`src/rtl/rle_operand_expander_pkg.sv`:
```
// Shared constants and FSM encoding for the RLE operand expander.
package rle_operand_expander_pkg;

    localparam int unsigned RLE_DATA_W = 16;
    localparam int unsigned RLE_RUN_W  = 8;
    localparam int unsigned RLE_CNT_W  = 32;

    typedef enum logic [1:0] {
        IDLE = 2'd0,
        ZERO = 2'd1,
        VAL  = 2'd2
    } rle_state_e;

endpackage

```
`src/rtl/rle_stats_counter.sv`:
```
// Zero / nonzero output-word statistics counters; clear has priority over increment.
module rle_stats_counter
    import rle_operand_expander_pkg::*;
(
    input  logic                 clk,
    input  logic                 rst,
    input  logic                 clr,
    input  logic                 inc_zero,
    input  logic                 inc_nz,
    output logic [RLE_CNT_W-1:0] zero_cnt,
    output logic [RLE_CNT_W-1:0] nz_cnt
);

    // Free-running wrap-around counters with synchronous clear.
    always_ff @(posedge clk or posedge rst) begin
        if (rst) begin
            zero_cnt <= '0;
            nz_cnt   <= '0;
        end else if (clr) begin
            zero_cnt <= '0;
            nz_cnt   <= '0;
        end else begin
            if (inc_zero) zero_cnt <= zero_cnt + RLE_CNT_W'(1);
            if (inc_nz)   nz_cnt   <= nz_cnt + RLE_CNT_W'(1);
        end
    end

endmodule

```
`src/rtl/rle_operand_expander.sv`:
```
// Expands (zero-run, value) tokens into a dense stream of signed operand words.
module rle_operand_expander
    import rle_operand_expander_pkg::*;
#(
    parameter int unsigned DATA_W = RLE_DATA_W,
    parameter int unsigned RUN_W  = RLE_RUN_W
) (
    input  logic                     clk,
    input  logic                     rst,
    input  logic                     in_valid,
    output logic                     in_ready,
    input  logic signed [DATA_W-1:0] in_value,
    input  logic        [RUN_W-1:0]  in_zrun,
    input  logic                     in_last,
    output logic                     out_valid,
    input  logic                     out_ready,
    output logic signed [DATA_W-1:0] out_data,
    output logic                     out_last,
    input  logic                     stats_clr,
    output logic [RLE_CNT_W-1:0]     zero_cnt,
    output logic [RLE_CNT_W-1:0]     nz_cnt
);

    rle_state_e                state;
    logic [RUN_W-1:0]          run_cnt;
    logic signed [DATA_W-1:0]  val_q;
    logic                      last_q;
    logic                      tok_acc;
    logic                      out_hs;

    // A new token is taken when idle, or when the value word drains this cycle.
    assign in_ready = (state == IDLE) || ((state == VAL) && out_ready);
    assign tok_acc  = in_valid && in_ready;
    assign out_hs   = out_valid && out_ready;

    // Expansion FSM with registered output word.
    always_ff @(posedge clk or posedge rst) begin
        if (rst) begin
            state     <= IDLE;
            run_cnt   <= '0;
            val_q     <= '0;
            last_q    <= 1'b0;
            out_valid <= 1'b0;
            out_data  <= '0;
            out_last  <= 1'b0;
        end else if (tok_acc) begin
            // Token load: only reachable from IDLE or from VAL while its word drains.
            out_valid <= 1'b1;
            val_q     <= in_value;
            last_q    <= in_last;
            run_cnt   <= in_zrun;
            if (in_zrun != '0) begin
                state    <= ZERO;
                out_data <= '0;
                out_last <= 1'b0;
            end else begin
                state    <= VAL;
                out_data <= in_value;
                out_last <= in_last;
            end
        end else begin
            case (state)
                IDLE: begin
                    out_valid <= 1'b0;
                end
                ZERO: begin
                    if (out_hs) begin
                        if (run_cnt == RUN_W'(1)) begin
                            state    <= VAL;
                            run_cnt  <= '0;
                            out_data <= val_q;
                            out_last <= last_q;
                        end else begin
                            run_cnt <= run_cnt - RUN_W'(1);
                        end
                    end
                end
                VAL: begin
                    if (out_hs) begin
                        state     <= IDLE;
                        out_valid <= 1'b0;
                        out_last  <= 1'b0;
                    end
                end
                default: begin
                    state     <= IDLE;
                    out_valid <= 1'b0;
                    out_last  <= 1'b0;
                end
            endcase
        end
    end

    // Statistics over every emitted word, classified by its value.
    rle_stats_counter u_stats (
        .clk      (clk),
        .rst      (rst),
        .clr      (stats_clr),
        .inc_zero (out_hs && (out_data == '0)),
        .inc_nz   (out_hs && (out_data != '0)),
        .zero_cnt (zero_cnt),
        .nz_cnt   (nz_cnt)
    );

endmodule

```
`config.mk`:
```
export PLATFORM = sky130hd
export DESIGN_NAME = rle_operand_expander
export DESIGN_NICKNAME = d
export VERILOG_FILES = /design/src/rtl/rle_operand_expander_pkg.sv /design/src/rtl/rle_stats_counter.sv /design/src/rtl/rle_operand_expander.sv
export SDC_FILE = /design/constraint.sdc
export NUM_CORES = 1
export LEC_CHECK = 0
export ABC_AREA = 1
export CAP_MARGIN = 30
export CORE_ASPECT_RATIO = 0.75
export CORE_MARGIN = 5
export CORE_UTILIZATION = 40
export CTS_BUF_LIST = sky130_fd_sc_hd__clkbuf_2
export CTS_CLUSTER_SIZE = 8
export DETAILED_ROUTE_END_ITERATION = 6
export HOLD_SLACK_MARGIN = 0.05
export PLACE_DENSITY = 0.67
export SETUP_SLACK_MARGIN = 0.1
export SYNTH_ARGS = -nofsm -noshare
export SYNTH_HDL_FRONTEND = slang
export SYNTH_SLANG_ARGS = --single-unit
```
`constraint.sdc`:
```
create_clock -name clk -period 3.39 [get_ports clk]
set_input_delay 0.678 -clock clk [delete_from_list [all_inputs] [get_ports clk]]
set_output_delay 0.678 -clock clk [all_outputs]
set_load 0.05 [all_outputs]
```
==> impl_metrics.py <==
metrics = {
    "run_status": {
        "status": "completed",
    },
    "setup_path": {
        "r2r_start": "state[1]",
        "path_max_fanout": 2,
        "cp-end-kind": "output port",
        "crit_required_ns": 2.71,
        "cp-start-kind": "input pin",
        "worstSetupPathType": "input pin to output port",
        "reg2reg_slack_ns": 1.45,
        "worst_ep_arrival_time_ns": 2.14,
        "r2r_end": "out_data[6]",
        "reg2reg_depth": 7,
    },
    "floorplanning": {
        "io_pins": 113,
        "initial_core_util_pct": 40.9,
        "die_h_um": 121,
        "chipWidth_um": 158,
        "core_um2": 16100,
        "num_rows": 40,
        "dieArea_um2": 19100,
    },
    "timing": {
        "finalSetupViolCount": 0,
        "slew_violations": 0,
        "skew_ns": 0.0456,
        "fmax_mhz": 354,
        "period_share_pct": 83.2,
        "fin_crit_ns": 2.82,
        "hold_viol": 0,
        "rsz0062_at_grt": "false",
        "tns_ns": 0,
        "worstMarginPinSlew_ns": 0.617,
        "max_slew_margin_pct": 58.8,
    },
    "logic_synthesis": {
        "syn_area_um2": 6580,
        "synthesis.nets": 1012,
        "synthCells": 978,
        "avgSynthCellArea_um2": 6.72,
        "ys_seq_area_share_pct": 41.5,
        "yosysUniqueCellTypes": 38,
        "yosys_warnings": 0,
        "yosys_register_bits": 109,
    },
    "routing": {
        "drt-wirelength-per-cell_um": 14.1,
        "dr.pass1.iters": 5,
        "ant_nets": 0,
        "drt_iter0_drc": 573,
        "vias_per_cell": 4.92,
        "num_vias": 6390,
        "routed_wirelength_um": 18300,
        "drc": 0,
    },
    "power_and_ir_drop": {
        "leakagePower_nw": 3.56,
        "powerDensity_nw_per_um2": 484,
        "ir_drop_v": 0.000317,
        "total_power_w": 0.00387,
    },
    "global_route": {
        "grt_antenna_before_repair": 1,
        "grt_pass1_vias": 5922,
        "track_usage_pct": 19.8,
        "overflow": 0,
        "grt_max_degree": 50,
        "grt_pass1_wl_um": 30300,
    },
    "clock_tree": {
        "clock-sinks": 109,
        "cts-resized-gates": 0,
        "clk_latency_ns": 0.67,
        "ctsHtreeMaxLevel": 3,
        "cts_buffer_depth": 2,
        "cts_tree": "done",
        "clk_pin_slew_ns": 0.34,
        "numCtsBuffers": 9,
        "ctsHoldBuffers": 0,
        "post_cts_buffers": 0,
        "root_buffer": "clkbuf_2",
    },
    "finish": {
        "regArea_um2": 2730,
        "most-common-layout-cells": "nand2_1, nor2_1, clkdlybuf4s50_1",
        "area_delta_synth_final_pct": 21.4,
        "multi_input_area_um2": 3400,
        "final_common_cell": "nand2_1",
        "fin_nets": 1117,
        "fillCellCount": 1630,
        "drive_gt1_share_pct": 5.97,
    },
    "place": {
        "place_hpwl_um": 13800,
        "routabilityCongestion": 0.912,
        "placement.io_buffers": 112,
    },
    "min_path": {
        "min_path_type": "input pin to async pin",
    },
    "run": {
        "cap_violations": 0,
    },
}
## power breakdown
part | total, W | switching (W) | internal [W] | leakage, nW
clock network | 0.000610 | 0.000492 | 0.000118 | 0.0715
registers | 0.00167 | 0.000155 | 0.00152 | 1.47
logic | 0.00158 | 0.00108 | 0.000509 | 2.01
total | 0.00387 | 0.00172 | 0.00214 | 3.56
## cells by family (layout without fill, tap and decap cells)
| logic type | after synthesis | after routing | share of synthesized area [%] |
|---|---|---|---|
| simple gates | 696 | 696 | 44.1 |
| buf+inv | 96 | 206 | 6.83 |
| xor+xnor | 7 | 7 | 0.932 |
| other cells | 0 | 1 | 0 |
| flops | 109 | 109 | 41.5 |
| compound gates | 66 | 66 | 5.90 |
| fa+ha+maj | 4 | 4 | 0.761 |
## sequential cells by signal, summed over array words and instances, names as in the netlist
| register | flops |
|---|---|
| state | 2 |
| u_stats.nz_cnt | 32 |
| out_valid | 1 |
| out_data | 16 |
| val_q | 16 |
| u_stats.zero_cnt | 32 |
| last_q | 1 |
| out_last | 1 |
| run_cnt | 8 |
## worst max-delay path by stage
stage               depth (start not counted)          to  slack (ns)               start
finish                                      6    in_ready        0.57           out_ready
global route                                4    in_ready        0.43            state[1]
CTS                                         1  nz_cnt[23]        0.53  u_stats.nz_cnt[23]
detailed placement                          6    in_ready        0.56           out_ready
global placement                            6    in_ready        0.57           out_ready
floorplan                                   1      last_q        1.40                 rst
## cell usage after synthesis
| master | count | share of area (%) |
|---|---|---|
| nand3_2 | 2 | 0.30 |
| xnor2_1 | 3 | 0.40 |
| dfrtp_1 | 109 | 41 |
| nand3_4 | 1 | 0.27 |
| nand4_1 | 32 | 3.0 |
| o31ai_1 | 1 | 0.11 |
| a31oi_1 | 1 | 0.095 |
| or2_2 | 8 | 0.76 |
| clkbuf_1 | 3 | 0.17 |
| o21ai_4 | 1 | 0.25 |
| nor2_2 | 3 | 0.29 |
| a21oi_1 | 9 | 0.69 |
| buf_1 | 4 | 0.23 |
| o21ai_0 | 17 | 1.3 |
| buf_2 | 5 | 0.38 |
| o21ai_2 | 4 | 0.53 |
| o22ai_1 | 1 | 0.095 |
| nor3_1 | 4 | 0.30 |
| o211ai_1 | 1 | 0.11 |
| inv_2 | 6 | 0.34 |
| inv_6 | 1 | 0.13 |
| nand3_1 | 54 | 4.1 |
| nand2_2 | 5 | 0.48 |
| ha_1 | 4 | 0.76 |
| buf_4 | 6 | 0.69 |
| o21bai_1 | 8 | 0.91 |
| o21ai_1 | 22 | 1.7 |
| xor2_1 | 4 | 0.53 |
| nand2_4 | 3 | 0.51 |
| a21oi_2 | 1 | 0.13 |
| nor3b_1 | 2 | 0.23 |
| inv_1 | 63 | 3.6 |
| nand2_1 | 410 | 23 |
| nand3b_1 | 2 | 0.23 |
| inv_4 | 1 | 0.095 |
| nor2_1 | 166 | 9.5 |
| buf_6 | 7 | 1.2 |
| nor2_4 | 4 | 0.69 |
## metrics by stage
stage | hold WS (ns) | cell area (µm²) | std cells | utilization [%] | setup slack [ns]
global placement | 0.463 | 7870 | 1282 | 49.0 | 0.567
CTS | 0.339 | 7980 | 1298 | 49.7 | 0.534
finish | 0.373 | 7980 | 1299 | 49.7 | 0.569
global route | 0.352 | 7980 | 1299 | 49.7 | 0.434
detailed placement | 0.467 | 7870 | 1282 | 49.0 | 0.563
floorplan | 0.449 | 6580 | 978 | - | 1.40
## area by class of cell
type	count	area share, %
antenna	1	0.0314
clock buffer	9	0.564
clock inverter	7	0.847
inverter	71	3.48
multi-input combinational	773	42.6
sequential	109	34.2
tap	210	3.29
timing repair buffer	119	15.0
## worst max-delay path: stages
cell and delay [ns]:
clkdlybuf4s50_1 0.47, inv_1 0.05, nand2_2 0.06, nand2_1 0.05, inv_1 0.04, clkdlybuf4s50_1 0.78
## metal layers
| metal | part of all wire [%] | GRT usage [%] |
|---|---|---|
| met1 | 51 | 30.6 |
| met2 | 41 | 27.9 |
| met3 | 7.6 | 5.17 |
| met4 | 0.45 | 3.25 |
| met5 | 0 | 0 |
Power figures use the tool's default switching activity.
